File: config.mk
export PLATFORM = sky130hd
export DESIGN_NAME = bcd_count2
export DESIGN_NICKNAME = d
export VERILOG_FILES = /design/src/rtl/bcd_count2.sv
export SDC_FILE = /design/constraint.sdc
export NUM_CORES = 1
export LEC_CHECK = 0
export ABC_CLOCK_PERIOD_IN_PS = 3100
export CORE_MARGIN = 1
export CORE_UTILIZATION = 53
export CTS_BUF_LIST = sky130_fd_sc_hd__clkbuf_2
export DETAILED_ROUTE_END_ITERATION = 8
export PLACE_DENSITY = 0.75
export SYNTH_ARGS = -nofsm -noshare
export SYNTH_HDL_FRONTEND = slang
export SYNTH_SLANG_ARGS = --single-unit
File: constraint.sdc
create_clock -name clk -period 3.1 [get_ports clk]
set_input_delay 0.62 -clock clk [delete_from_list [all_inputs] [get_ports clk]]
set_output_delay 0.62 -clock clk [all_outputs]
set_load 0.05 [all_outputs]
File: src/rtl/bcd_count2.sv
// Two-digit BCD counter with prescaler, validated load, up/down and terminal-count pulse.
// Define BCD_COUNT2_SAT_EN to saturate at the count bounds instead of wrapping.
module bcd_count2 #(
  parameter int unsigned DIV = 50000000,
  parameter int unsigned MOD = 100
) (
  input  logic       clk,
  input  logic       rst,
  input  logic       en,
  input  logic       set,
  input  logic       up,
  input  logic [7:0] load_val,
  output logic [7:0] out,
  output logic       tick,
  output logic       tc
);
  localparam int unsigned   DW       = (DIV > 1) ? $clog2(DIV) : 1;
  localparam logic [DW-1:0] DIV_LAST = DW'(DIV - 1);
  // Upper count bound kept as BCD digits so the datapath never converts binary.
  localparam logic [3:0]    MAX_T    = 4'((MOD - 1) / 10);
  localparam logic [3:0]    MAX_O    = 4'((MOD - 1) % 10);

  logic [DW-1:0] div_cnt;
  logic [3:0]    tens, ones, nxt_t, nxt_o;
  logic          step, at_max, at_min, nxt_tc, ld_ok;

  assign step   = en && (div_cnt == DIV_LAST);
  assign at_max = (tens == MAX_T) && (ones == MAX_O);
  assign at_min = (tens == 4'd0) && (ones == 4'd0);
  assign ld_ok  = (load_val[7:4] <= 4'd9) && (load_val[3:0] <= 4'd9) &&
                  ((load_val[7:4] < MAX_T) ||
                   ((load_val[7:4] == MAX_T) && (load_val[3:0] <= MAX_O)));
  assign out    = {tens, ones};

  always_comb begin
    nxt_t  = tens;
    nxt_o  = ones;
    nxt_tc = 1'b0;
    if (up) begin
      if (at_max) begin
`ifndef BCD_COUNT2_SAT_EN
        nxt_t  = 4'd0;
        nxt_o  = 4'd0;
        nxt_tc = 1'b1;
`endif
      end else begin
        if (ones == 4'd9) begin
          nxt_o = 4'd0;
          nxt_t = tens + 4'd1;
        end else begin
          nxt_o = ones + 4'd1;
        end
`ifdef BCD_COUNT2_SAT_EN
        nxt_tc = (nxt_t == MAX_T) && (nxt_o == MAX_O);
`endif
      end
    end else begin
      if (at_min) begin
`ifndef BCD_COUNT2_SAT_EN
        nxt_t  = MAX_T;
        nxt_o  = MAX_O;
        nxt_tc = 1'b1;
`endif
      end else begin
        if (ones == 4'd0) begin
          nxt_o = 4'd9;
          nxt_t = tens - 4'd1;
        end else begin
          nxt_o = ones - 4'd1;
        end
`ifdef BCD_COUNT2_SAT_EN
        nxt_tc = (nxt_t == 4'd0) && (nxt_o == 4'd0);
`endif
      end
    end
  end

  // Load beats step; an out-of-range load value collapses to zero.
  always_ff @(posedge clk or negedge rst) begin
    if (!rst) begin
      div_cnt <= '0;
      tens    <= 4'd0;
      ones    <= 4'd0;
      tick    <= 1'b0;
      tc      <= 1'b0;
    end else if (set) begin
      div_cnt      <= '0;
      {tens, ones} <= ld_ok ? load_val : 8'h00;
      tick         <= 1'b0;
      tc           <= 1'b0;
    end else begin
      tick <= step;
      tc   <= step && nxt_tc;
      if (en) div_cnt <= step ? '0 : div_cnt + DW'(1);
      if (step) {tens, ones} <= {nxt_t, nxt_o};
    end
  end
endmodule

==> summary.md <==
| Metric | Value |
|---|---|
| Slowest cell on the critical path | clkdlybuf4s50_1 |
| Synth cell types | 52 |
| Number of synthesized flops with an enable pin | 0 |
| Post_cts resized | 0 |
| Synth async-reset ratio | 100% |
| Iter 0 DRT Violations | 97 |
| Top FF cell, synth | dfrtp_1 |
| Static Leak | 1.10 nW |
| Setup TNS | 0 ps |
| Status | completed |
| Crit path kind | reg2out |
| IO buf count | 22 |
| Crit path buffers/inverters | 1 |
| # rows | 23 |
| Sequential area share after synthesis | between 40% and 50% |
| FILL cells | roughly 360 |
| Antenna diodes | 0 |
| Via count | 1,834 |
| Setup bufs post-CTS | 0 |
| Slew margin rel. | 46.7% |
| Final Skew | 23.7 ps |
| Crit path max-delay family | buffers and inverters |
| Sink Count | 36 |
| Hold/Removal Path Class | in2async |
| NumNets Final | 281 |
| ANT nets after route | 0 |
| Syn avg cell area | 9.30 µm² |
| Worst-Skew Late Latency | 390 ps |
| CTS H-tree depth | 2 |
| Synth Instances | 239 |
| Root Buffer | clkbuf_2 |
| Cell Pwr Density | 497 nW/µm² |
| Crit path DAT | 1860 ps |
| Core area | approximately 4000 µm² |
| CTS hold repair buffers | 0 |
| Area growth syn-to-layout | 12.7% |
| Congestion Overflow GR | 0 |
| Synthesized cell area | 2220 µm² |
| Crit path largest cell delay | approximately 900 ps |
| Dpl hpwl | 3.22 mm |
| Initial DRT Pass Iterations | 4 |
| Reg-to-Reg Start | ones[0] |
| RSZ-0062 raised after global routing | false |
| CP startpoint | ones[3] |
| Die width | 66.8 µm |
| Clock-pin slew on the worst setup and hold paths | 190 ps |
| First-pass GRT wire length | 7.77 mm |
| GRT Util Overall | 23.4% |
| Final Max Tran Viols | 0 |
| Period utilization | 80.1% |
| Setup crit end kind | output port |
| Util after Layout | approximately 63% |
| CP Cell Sequence | clkdlybuf4s50_1 |
| Initial Utilization | 55.6% |
| Antenna violations before repair | 0 |
| TritonCTS clock tree | yes |
| Vias in the first global route | between 1,500 and 2,000 |
| Critical Path Fanout Max | 9 |
| Data required, critical path | 2480 ps |
| F_max | 403 MHz |
| Post-DR wirelength/cell | roughly 15 µm |
| TritonCTS Buffers | 5 |
| Routability congestion estimate | roughly 0.9 |
| Share of layout cells above drive strength 1 | approximately 8.4% |
| Commonest non-fill, non-tap cells in the layout | dfrtp_1 (36), nor2_1 (34), clkdlybuf4s50_1 (21) |
| Uppermost layer routed | met4 |
| Metal3 WL | roughly 170 µm |
| Max-cap violations | 0 |
| Count of final hold-check violations | 0 |
| Multi-input gate area | 1230 µm² |
| Vert. Die Dim | 66.8 µm |
| Worst-Margin Slew | 799 ps |
| Worst-case clock buffer depth | 2 |
| CP Launch Type | flop |
| M1 wire length | around 2.3 mm |
| Final setup viols | 0 |
| Register Area | 901 µm² |
| Num ports | 23 |
| Via/cell ratio | 5.90 |
| Maximum vdd drop | approximately 450 µV |
| Most common cell after layout, fill and taps aside | dfrtp_1 |
| Final wirelength | 4.59 mm |
| Yosys Warn Count | 0 |
| Net Count, Synth | 260 |
| DR DRC count | 0 |
| Die Area | between 4000 and 5000 µm² |
| Min Clock Period, post-route | 2480 ps |
| Pin count of the biggest net entering global routing | 37 |
| Yosys reg bits | 36 |
| Met2 WL | 2.05 mm |
==> metal layers <==
metal / global-route usage, % / vias to the layer above
met5: 0 / -
met2: 34.6 / 37
met1: 33.5 / 896
met3: 5.65 / 9
met4: 7.18 / 0
li1: - / 892
==> area by class of cell <==
class	count	area share (%)
inverters	7	1.05
clock inverters	3	0.550
well taps	50	2.50
clock buffers	5	1.00
multi-input cells	184	49.1
flip-flops and latches	36	36.0
repair buffers	26	9.80
==> synth_stat cells (2+ instances only) <==
master	number	share of area, %
nor2_1	34	5.7
nor2b_1	4	1.1
o31ai_1	2	0.68
and4_1	5	2.0
mux2i_1	3	1.4
xnor2_1	5	2.0
a21oi_1	6	1.4
clkbuf_1	3	0.51
and3_1	9	2.5
buf_4	4	1.4
nor4_1	3	0.84
buf_2	4	0.90
nand4_1	8	2.3
a222oi_1	2	0.90
nand3b_1	2	0.68
xor2_1	20	7.9
dfrtp_1	36	41
nor3_1	5	1.1
or3_1	2	0.56
a221oi_1	4	1.6
nand2_1	14	2.4
o21ai_1	2	0.45
nand2b_1	4	1.1
inv_1	7	1.2
nand3_1	10	2.3
o21ai_0	8	1.8
ha_1	8	4.5
==> worst paths after layout <==
| path | slack [ps] | to | cells past startpoint |
|---|---|---|---|
| worst min-delay path | 290 | div_cnt[23] | 1 |
| worst max register to register | 1070 | tens[2] | 7 |
| min in group clk | 560 | div_cnt[17] | 2 |
| worst max-delay path | 620 | out[3] | 1 |
| max in group asynchronous | 2290 | div_cnt[10] | 1 |
| worst min register to register | 560 | div_cnt[17] | 2 |
==> logic make-up (layout without fill, tap and decap cells) <==
kind of cell               count (synthesis)  in the layout  share of synthesized area, %
and+or+nand+nor                          112            112                          28.2
DFF                                       36             36                          40.5
AOI/OAI and AO/OA                         35             35                          11.0
xor gates and xnor gates                  25             25                          9.85
buffers and inverters                     19             41                          4.11
adders and majority gates                  8              8                          4.50
muxes                                      4              4                          1.86
==> per-stage QoR <==
stage	total power [mW]	std cells	setup WS, ps	cell area (µm²)	hold WS [ps]
floorplan	0.903	239	1100	2220	324
global placement	1.04	303	637	2460	524
detailed placement	1.04	303	582	2460	522
CTS	1.26	311	602	2500	304
global route	1.33	311	527	2500	293
finish	1.24	311	617	2500	288
==> state kept, by name (all words and copies together) (netlist names) <==
signal / cells
tick: 1
tens: 4
ones: 4
tc: 1
div_cnt: 26
==> power by group <==
part	internal [mW]	total (mW)	switching (mW)
Clock	0.0506	0.206	0.155
Combinational	0.187	0.453	0.266
Sequential	0.504	0.586	0.0817
Power figures use the tool's default switching activity.
